===== config.mk =====
export PLATFORM = sky130hd
export DESIGN_NAME = uart_tx_framer
export DESIGN_NICKNAME = d
export VERILOG_FILES = /design/src/rtl/uart_tx_framer.sv
export SDC_FILE = /design/constraint.sdc
export NUM_CORES = 1
export LEC_CHECK = 0
export CORE_MARGIN = 4
export CORE_UTILIZATION = 44
export CTS_CLUSTER_DIAMETER = 150
export DETAILED_ROUTE_END_ITERATION = 6
export DONT_BUFFER_PORTS = 1
export PLACE_DENSITY = 0.7
export SYNTH_ARGS = -nofsm -noshare
export SYNTH_HDL_FRONTEND = slang
export SYNTH_SLANG_ARGS = --single-unit

===== constraint.sdc =====
create_clock -name CLK -period 3.7 [get_ports CLK]
set_clock_uncertainty 0.05 [all_clocks]
set_input_delay 0 -clock CLK [delete_from_list [all_inputs] [get_ports CLK]]
set_output_delay 0 -clock CLK [all_outputs]
set_load 0.02 [all_outputs]

===== src/rtl/uart_tx_framer.sv =====
// rtl/uart_tx_framer.sv - UART transmit framer: start bit, LSB-first data, optional parity, stop bit
// One bit per CLK cycle; every output comes straight from a flop.

module uart_tx_framer #(
  parameter int DATA_WIDTH = 8
) (
  input  logic                  CLK,
  input  logic                  RST,
  input  logic [DATA_WIDTH-1:0] P_DATA,
  input  logic                  Data_Valid,
  input  logic                  PAR_EN,
  input  logic                  PAR_TYP,
  output logic                  TX_OUT,
  output logic                  Busy
);

  localparam int CW = (DATA_WIDTH > 1) ? $clog2(DATA_WIDTH) : 1;
  localparam logic [CW-1:0] LAST_BIT = CW'(DATA_WIDTH - 1);

  typedef enum logic [2:0] {
    IDLE   = 3'd0,
    START  = 3'd1,
    DATA   = 3'd2,
    PARITY = 3'd3,
    STOP   = 3'd4
  } state_t;

  state_t                  state;
  logic [CW-1:0]           bit_cnt;
  logic [CW-1:0]           nxt_cnt;
  logic [DATA_WIDTH-1:0]   data_q;
  logic                    par_en_q;
  logic                    par_typ_q;

  assign nxt_cnt = bit_cnt + CW'(1);

  always_ff @(posedge CLK) begin
    if (RST) begin
      state     <= IDLE;
      TX_OUT    <= 1'b1;
      Busy      <= 1'b0;
      bit_cnt   <= '0;
      data_q    <= '0;
      par_en_q  <= 1'b0;
      par_typ_q <= 1'b0;
    end else begin
      case (state)
        IDLE: begin
          if (Data_Valid) begin
            data_q    <= P_DATA;
            par_en_q  <= PAR_EN;
            par_typ_q <= PAR_TYP;
            state     <= START;
            TX_OUT    <= 1'b0;
            Busy      <= 1'b1;
          end else begin
            TX_OUT    <= 1'b1;
            Busy      <= 1'b0;
          end
        end
        START: begin
          state   <= DATA;
          bit_cnt <= '0;
          TX_OUT  <= data_q[0];
          Busy    <= 1'b1;
        end
        DATA: begin
          Busy <= 1'b1;
          if (bit_cnt == LAST_BIT) begin
            bit_cnt <= '0;
            if (par_en_q) begin
              state  <= PARITY;
              TX_OUT <= (^data_q) ^ par_typ_q;
            end else begin
              state  <= STOP;
              TX_OUT <= 1'b1;
            end
          end else begin
            bit_cnt <= nxt_cnt;
            TX_OUT  <= data_q[nxt_cnt];
          end
        end
        PARITY: begin
          state  <= STOP;
          TX_OUT <= 1'b1;
          Busy   <= 1'b1;
        end
        STOP: begin
          state  <= IDLE;
          TX_OUT <= 1'b1;
          Busy   <= 1'b0;
        end
        // Unencoded codes fall back to a quiet line.
        default: begin
          state   <= IDLE;
          TX_OUT  <= 1'b1;
          Busy    <= 1'b0;
          bit_cnt <= '0;
        end
      endcase
    end
  end

endmodule


==> run summary <==
outcome - finished clean
most common cell after layout, fill and taps aside - nand2_1
number of buffers added on ports - 0
Synth cell types - 28
Syn Nets - 119
Max-Cap Viols - 0
drt pass-1 iters - 3
area grow syn2layout - 25.8%
Clock Latency Late Sink - 0.30 ns
CTS Buf Count - 3
Final #Nets - 140
GRT Overall Usage - 17.1%
I/O Pins - 15
Synth top area share - 39.0%
commonest cells after routing, fill and taps aside - nand2_1, dlygate4sd3_1, dfxtp_1
htree depth - 1
post-synthesis register bit count - 18
switch share - 29.6%
worst hold stages - 3
final worst path period share - 54.4%
sequential fraction of the synthesis area - 39.0%
via count - 784
grt total ovfl - 0
first-pass GRT wire length - 3.47 mm
Peak VDD IR - 0.294 mV
Int Power - 0.355 mW
CTS tree - built
largest cells by area after synthesis - dfxtp_1, nand2_1, a21oi_1
Post-route DRC - 0
CP Max Fanout - 16
hold path start - Data_Valid
fmax - 497 MHz
Die Y - 53.8 µm
R2R depth - 4
CP Launch Point - state[1]$_SDFFE_PP0P_
Cells after Synth - 104
die area - 2900 µm²
switching power - 0.149 mW
part of the power in combinational logic - 26.2%
Post-Syn Area - 925 µm²
vias in the first global route - 838
post-layout minimum cycle time - 2.01 ns
Clock Path Buffers - 2
detailed placement HPWL - 1.28 mm
Clock power frac - 24.1%
initial core utilization - 46.7%
row count - 16
clk slew on worst S/H paths - 0.11 ns
DIE WIDTH - 53.8 µm
initial antenna violation count - 0
routed len/inst - 12.9 µm
cts hold-fix bufs - 21
Slew headroom - 60.0%
worst r2r dst - data_q[2]$_SDFFE_PP0P_
share of power burned in registers - 49.6%
CP endpoint kind - flop
max-slew violation count - 0
RSZ-0062 raised after global routing - false
Endpoint, Worst Hold - data_q[3]$_SDFFE_PP0P_
final wirelength - 1.95 mm
Synth Area per Inst - 8.89 µm²
1st-iter DRT viols - 15
Ant. Diodes - 0
R2R Path Start - state[1]$_SDFFE_PP0P_
r2r setup slk - 1.69 ns
layout cells sized above 1 - 8.87%
crit path kind - reg2reg
Core Region - 1980 µm²
clock root buffer master - clkbuf_4
Worst Path Arrival - 2.20 ns
fin cells - 151
Pwr Density - 433 nW/µm²
post-route antenna net violation count - 0
Leakage - 0.436 nW
final-report hold violation count - 0
Final TNS setup - 0 ns
dpl cells - 126
Final GP Congestion - 0.717
Tightest Pin Transition - 0.599 ns
via-per-instance ratio - 5.19
cts repair resizes - 0
worst min path class - in2reg
pin count of the biggest net entering global routing - 17
setup bufs post-CTS - 0
Finish-stage setup viols - 0
Ys Warns - 0
final core occ - 58.7%
Clock Sinks - 18
Worst EP required - 3.89 ns
leading area contributor after synthesis - dfxtp_1
Worst Setup Start Kind - flop
## power groups by stage
stage / Clock, mW / Combinational [mW] / Sequential, mW
global placement: 0 / 0.0996 / 0.253
global route: 0.138 / 0.146 / 0.255
floorplan: 0 / 0.104 / 0.240
finish: 0.122 / 0.132 / 0.250
detailed placement: 0 / 0.104 / 0.255
CTS: 0.126 / 0.132 / 0.250
## state kept, by name, indices dropped and copies added, names as in the netlist
| signal | cells |
|---|---|
| state | 3 |
| TX_OUT | 1 |
| bit_cnt | 3 |
| par_en_q | 1 |
| par_typ_q | 1 |
| Busy | 1 |
| data_q | 8 |
## Yosys cell counts (all sizes together)
| master | number |
|---|---|
| mux2 | 1 |
| o21ai | 2 |
| nand3b | 3 |
| xnor2 | 5 |
| nand2 | 23 |
| o2111ai | 1 |
| nand2b | 3 |
| mux2i | 4 |
| a2111oi | 1 |
| clkbuf | 1 |
| nor2 | 8 |
| nor4b | 1 |
| dfxtp | 18 |
| a21oi | 16 |
| buf | 4 |
| o211a | 1 |
| o31ai | 1 |
| inv | 2 |
| ha | 2 |
| mux4 | 1 |
| nand3 | 2 |
| xnor3 | 1 |
| xor2 | 1 |
| and2b | 1 |
| nor3 | 1 |
## kinds of logic after synthesis
logic type      after synthesis  share of synthesized area [%]
compound gates               22                           13.5
xor+xnor                      7                           9.07
fa+ha+maj                     2                           2.71
buf+inv                       7                           5.28
flops                        18                           39.0
mux                           6                           7.98
simple gates                 42                           22.5
## layout make-up
cell class	count	area (µm²)
clock buffers	4	36.3
fillers	183	818
inverters	2	7.51
multi-input cells	79	515
flip-flops and latches	18	360
well taps	27	33.8
repair buffers	21	210
## how the worst max path moves through the flow
stage,cells after the start,to
after floorplan,8,TX_OUT$_SDFF_PP1_
after global placement,7,TX_OUT$_SDFF_PP1_
after detailed placement,7,TX_OUT$_SDFF_PP1_
after CTS,4,data_q[0]$_SDFFE_PP0P_
after global routing,4,data_q[0]$_SDFFE_PP0P_
final,4,data_q[2]$_SDFFE_PP0P_
## critical path, cell delays in order (launching register included)
cell and delay (ns):
dfxtp_1 0.48, nor4b_4 0.60, nand2_1 0.11, dlygate4sd3_1 0.58, a21oi_1 0.12
## per-layer routing
metal,GRT usage (%),wire length [µm],up-vias
li1,-,-,392
met1,17.9,791,367
met2,29.6,991,17
met3,6.09,95,8
met4,8.94,69,0
met5,0,0,-
## through the flow
step / total power, mW / hold slack [ns] / setup slack, ns / area [µm²]
after floorplan: 0.344 / 0.0191 / 1.86 / 925
after global placement: 0.353 / 0.0206 / 1.82 / 917
after detailed placement: 0.359 / 0.0228 / 1.77 / 917
after CTS: 0.509 / 0.186 / 1.68 / 1160
after global routing: 0.539 / 0.226 / 1.49 / 1160
final: 0.504 / 0.168 / 1.69 / 1160
Power figures use the tool's default switching activity.
